===== src/rtl/nibble_pair_capture.sv =====
// nibble_pair_capture
// Drives the enable and select of an upstream quad 2-to-1 nibble mux and
// samples its output twice: once with the A side selected and once with the
// B side selected. The two nibbles are packed into one byte.
//
// State table:
//   state | meaning
//   IDLE  | mux disabled, waiting for START
//   SEL_A | A side selected, settling, A nibble sampled on the last settle edge
//   SEL_B | B side selected, settling, byte assembled on the last settle edge
//   FIN   | mux disabled, DONE strobe for one cycle, DOUT/NBYTES valid
//
// Ports:
//   CLK    in   clock, all state changes on the rising edge
//   RST    in   synchronous active-high reset, priority over START
//   START  in   request one byte capture, only looked at in IDLE
//   Y      in   [3:0] mux output nibble
//   E      out  mux enable, active-low
//   S      out  mux select, 0 = A side, 1 = B side
//   BUSY   out  high from SEL_A through FIN
//   DONE   out  one-cycle completion strobe
//   DOUT   out  [7:0] {B nibble, A nibble}, held until the next capture
//   NBYTES out  [7:0] completed capture count, wraps 255 -> 0
//
// SETTLE (1..15) is the number of cycles each select setting is held before Y
// is sampled.

module nibble_pair_capture #(
  parameter int unsigned SETTLE = 2
) (
  input  logic       CLK,
  input  logic       RST,
  input  logic       START,
  input  logic [3:0] Y,
  output logic       E,
  output logic       S,
  output logic       BUSY,
  output logic       DONE,
  output logic [7:0] DOUT,
  output logic [7:0] NBYTES
);

  typedef enum logic [1:0] {
    IDLE  = 2'd0,
    SEL_A = 2'd1,
    SEL_B = 2'd2,
    FIN   = 2'd3
  } state_t;

  localparam logic [3:0] CNT_LAST = 4'(SETTLE - 1);

  state_t     state, state_nxt;
  logic [3:0] cnt, cnt_nxt;
  logic [3:0] lo, lo_nxt;
  logic [7:0] dout_nxt, nbytes_nxt;
  logic       e_nxt, s_nxt, busy_nxt, done_nxt;
  logic       settle_done;

  assign settle_done = (cnt == CNT_LAST);

  always_ff @(posedge CLK) begin
    if (RST) begin
      state  <= IDLE;
      cnt    <= 4'd0;
      lo     <= 4'd0;
      E      <= 1'b1;
      S      <= 1'b0;
      BUSY   <= 1'b0;
      DONE   <= 1'b0;
      DOUT   <= 8'h00;
      NBYTES <= 8'h00;
    end else begin
      state  <= state_nxt;
      cnt    <= cnt_nxt;
      lo     <= lo_nxt;
      E      <= e_nxt;
      S      <= s_nxt;
      BUSY   <= busy_nxt;
      DONE   <= done_nxt;
      DOUT   <= dout_nxt;
      NBYTES <= nbytes_nxt;
    end
  end

  always_comb begin
    state_nxt  = state;
    cnt_nxt    = cnt;
    lo_nxt     = lo;
    dout_nxt   = DOUT;
    nbytes_nxt = NBYTES;
    case (state)
      IDLE: begin
        if (START) begin
          state_nxt = SEL_A;
          cnt_nxt   = 4'd0;
        end
      end
      SEL_A: begin
        if (settle_done) begin
          lo_nxt    = Y;
          cnt_nxt   = 4'd0;
          state_nxt = SEL_B;
        end else begin
          cnt_nxt = cnt + 4'd1;
        end
      end
      SEL_B: begin
        if (settle_done) begin
          dout_nxt   = {Y, lo};
          nbytes_nxt = NBYTES + 8'd1;
          cnt_nxt    = 4'd0;
          state_nxt  = FIN;
        end else begin
          cnt_nxt = cnt + 4'd1;
        end
      end
      FIN: begin
        state_nxt = IDLE;
      end
      default: begin
        state_nxt = IDLE;
      end
    endcase
  end

  // Outputs are decoded from the next state and registered, so each output
  // lines up with the state it belongs to and cannot glitch.
  always_comb begin
    e_nxt    = (state_nxt == IDLE) || (state_nxt == FIN);
    s_nxt    = (state_nxt == SEL_B);
    busy_nxt = (state_nxt != IDLE);
    done_nxt = (state_nxt == FIN);
  end

endmodule


===== config.mk =====
export PLATFORM = sky130hd
export DESIGN_NAME = nibble_pair_capture
export DESIGN_NICKNAME = d
export VERILOG_FILES = /design/src/rtl/nibble_pair_capture.sv
export SDC_FILE = /design/constraint.sdc
export NUM_CORES = 1
export LEC_CHECK = 0
export CAP_MARGIN = 20
export CORE_UTILIZATION = 30
export CTS_BUF_LIST = sky130_fd_sc_hd__clkbuf_8
export DETAILED_ROUTE_END_ITERATION = 10
export PLACE_DENSITY_LB_ADDON = 0.15
export SKIP_CTS_REPAIR_TIMING = 1
export SKIP_LAST_GASP = 1
export SYNTH_ARGS = -nofsm -noshare
export SYNTH_HDL_FRONTEND = slang
export SYNTH_SLANG_ARGS = --single-unit
export TNS_END_PERCENT = 1

===== constraint.sdc =====
create_clock -name CLK -period 3.62 [get_ports CLK]
set_clock_uncertainty 0.05 [all_clocks]
set_input_delay 0.724 -clock CLK [delete_from_list [all_inputs] [get_ports CLK]]
set_output_delay 0.724 -clock CLK [all_outputs]
set_load 0.03 [all_outputs]

==> impl_metrics.csv <==
group,metric,value,unit
worst_hold_path,hold_path.class,"reg2reg",
final_layout,drive_above_1_share,5.52,%
clocking,cts_tree,"done",
sta,grt_setup_unrepaired,"no",
power_and_ir_drop,power.density,390,nW/um2
yosys,ys_top_cells_by_area,"dfxtp_1 (44%), ha_1 (9.2%), a21oi_1 (7.0%)",
clocking,numCtsBuffers,5,
setup_path,crit_type,"reg2reg",
yosys,syn_area,1360,um2
grt,grt_pass1_wl,4.86,mm
floorplan,initial_core_util,31.2,%
yosys,synth_compound_area_share,14.2,%
yosys,synth_top_area_share,44.2,%
yosys,synth_nets,171,
place,numPortBuffers,26,
yosys,ys_warn_count,0,
detailed_routing,route.detailed.wl_per_inst,12.0,um
grt,grt_max_degree,31,
yosys,synth_xor_area_share,0.644,%
clocking,clkSinkCount,30,
yosys,syn_inst,154,
yosys,synth_edf_count,0,
setup_path,r2r_start,"state[0]",
floorplan,rows,24,
yosys,synth.mux.area_fraction,4.51,%
final_layout,area_growth,28.7,%
grt,grt.overflow.total,0,
detailed_routing,via_count,1146,
setup_path,cp-start-kind,"flop",
detailed_routing,drtIter0Drc,39,
final_layout,n_antenna_cell,0,
setup_path,crit_start,"state[0]",
run_status,status,"finished, final reports clean",
floorplan,die_w,69.3,um
sta,tightest_slew,0.749,ns
power_and_ir_drop,power,0.682,mW
detailed_routing,antenna_left,0,
yosys,yosysSeqAreaShare,44.2,%
detailed_routing,top_layer_used,"met4",
final_layout,final_nets,197,
sta,hold_viol,0,
yosys,post_synth.cell_area_avg,8.83,um2
yosys,ys_seq_elements,30,
place,place_hpwl,2.00,mm
clocking,cts_buffer_depth,2,
detailed_routing,wl_met2,1.35,mm
sta,finalCriticalPeriod,2.28,ns
grt,grt_pass1_vias,1056,
clocking,clk-insertion-delay-late,0.28,ns
setup_path,end_kind,"flop",
floorplan,dieArea,4810,um2
place,dp_slack,1.31,ns
setup_path,cp_max_fo,20,
job,drv_cap,0,
clocking,path_clk_slew,0.06,ns
sta,slew_headroom,49.8,%
detailed_routing,dr.pass1.iters,4,
yosys,synth_area_leader_cell,"dfxtp_1",
yosys,yosys.area_share.simple,23.2,%
sta,finalCritPeriodShare,63.1,%
floorplan,die_y,69.3,um
clocking,htreeDepth,2,
yosys,yosysUniqueCellTypes,32,
grt,track_usage,12.8,%
sta,tns,0,ns
sta,setup_viol,0,
power_and_ir_drop,peakVddDrop,0.162,mV
setup_path,cp.arrival,2.40,ns
floorplan,core_area,4350,um2
yosys,yosys.area_share.adder,9.20,%
detailed_routing,routed_wl,2.79,mm
detailed_routing,m1WireLength,1.28,mm
sta,layout_setup_ws,1.34,ns
setup_path,crit_required,3.74,ns
detailed_routing,wl_met3,110,um
sta,slew_viol_final,0,
grt,antenna_found_initial,0,
worst_hold_path,min_from,"lo[3]",
floorplan,ios,27,
yosys,synthArstFlopShare,0,%
final_layout,fin_util,40.2,%
clocking,clock-root-buffer,"clkbuf_8",
yosys,ys.flop_type,"dfxtp_1",
final_layout,fill_cells,431,
place,place_congestion,0.738,
detailed_routing,drc,0,
yosys,synth_top_family_by_area,"simple AND/OR/NAND/NOR gates",
sta,max_freq,438,MHz
detailed_routing,via_per_inst,4.92,
power_and_ir_drop,p_leak,0.632,nW
-- per-layer routing --
| layer | track usage [%] | up-vias |
|---|---|---|
| met5 | 0 | - |
| met2 | 21.9 | 18 |
| met4 | 5.44 | 0 |
| met3 | 5.09 | 5 |
| met1 | 13.9 | 535 |
| li1 | - | 588 |
-- flip-flops by register name, indices dropped and copies added, names as in the netlist --
signal  count
NBYTES      8
state       2
cnt         4
lo          4
S           1
BUSY        1
DONE        1
DOUT        8
E           1
-- area by class of cell --
cell class              instances  area, um2  area share [%]
multi-input cells             110        703            40.2
flip-flops and latches         30        601            34.3
clock inverters                 2       8.76           0.500
clock buffers                   6       82.6            4.72
well taps                      52       65.1            3.72
inverters                       6       22.5            1.29
repair buffers                 27        268            15.3
-- worst max-delay path, stage by stage (launching register included) --
cell and delay, ns:
dfxtp_1 0.33, inv_1 0.10, ha_1 0.23, nand4bb_1 0.62
nor4_1 0.49, mux2_1 0.35
-- report_power, final --
part / leakage (nW) / internal [mW] / total, mW / switching, mW
registers: 0.242 / 0.337 / 0.341 / 0.00409
logic: 0.337 / 0.0303 / 0.0720 / 0.0418
clock network: 0.0524 / 0.150 / 0.269 / 0.119
total: 0.632 / 0.517 / 0.682 / 0.164
-- synth_stat cells, drive strengths merged, types with 2 or more instances --
cell type / count
a21o: 2
a21oi: 19
and4bb: 2
buf: 3
clkbuf: 5
dfxtp: 30
ha: 10
inv: 6
mux2i: 5
nand2: 25
nand2b: 2
nand3: 4
nand4: 2
nand4b: 2
nor2: 7
nor2b: 5
o21ai: 7
o31ai: 2
or3: 3
or4: 2
-- layout by cell type (no fill, tap or decap), types with 2 or more instances in the layout --
master	count
nand2_1	25
or3_1	3
nand4_1	2
nor2_1	7
o21ai_0	6
o31ai_1	2
or4_1	2
nor2b_1	5
a21o_1	2
clkbuf_8	6
nand2b_1	2
nand4b_1	2
dfxtp_1	30
inv_1	7
mux2i_1	5
nand3_1	4
ha_1	10
and4bb_2	2
clkdlybuf4s50_1	26
a21oi_1	19
-- through the flow --
step	area, um2	cells	hold slack, ns
2_1_floorplan	1360	154	0.381
5_1_grt	1750	233	0.416
4_1_cts	1750	233	0.399
3_3_place_gp	1660	225	0.388
6_report	1750	233	0.397
3_5_place_dp	1660	225	0.395
-- worst paths after layout --
path	end	slack, ns	depth (start not counted)
max	NBYTES[7]	1.34	5
min	DOUT[3]	0.40	2
max reg2reg	NBYTES[7]	1.34	5
min reg2reg	DOUT[3]	0.40	2
-- cell families (layout without fill, tap and decap cells) --
logic type,count (synthesis),after routing
and+or+nand+nor,59,59
AOI/OAI and AO/OA,34,34
DFF,30,30
buffers and inverters,14,41
adders and majority gates,10,10
muxes,6,6
xor gates and xnor gates,1,1
No activity file was read; power rests on OpenSTA's default activity.
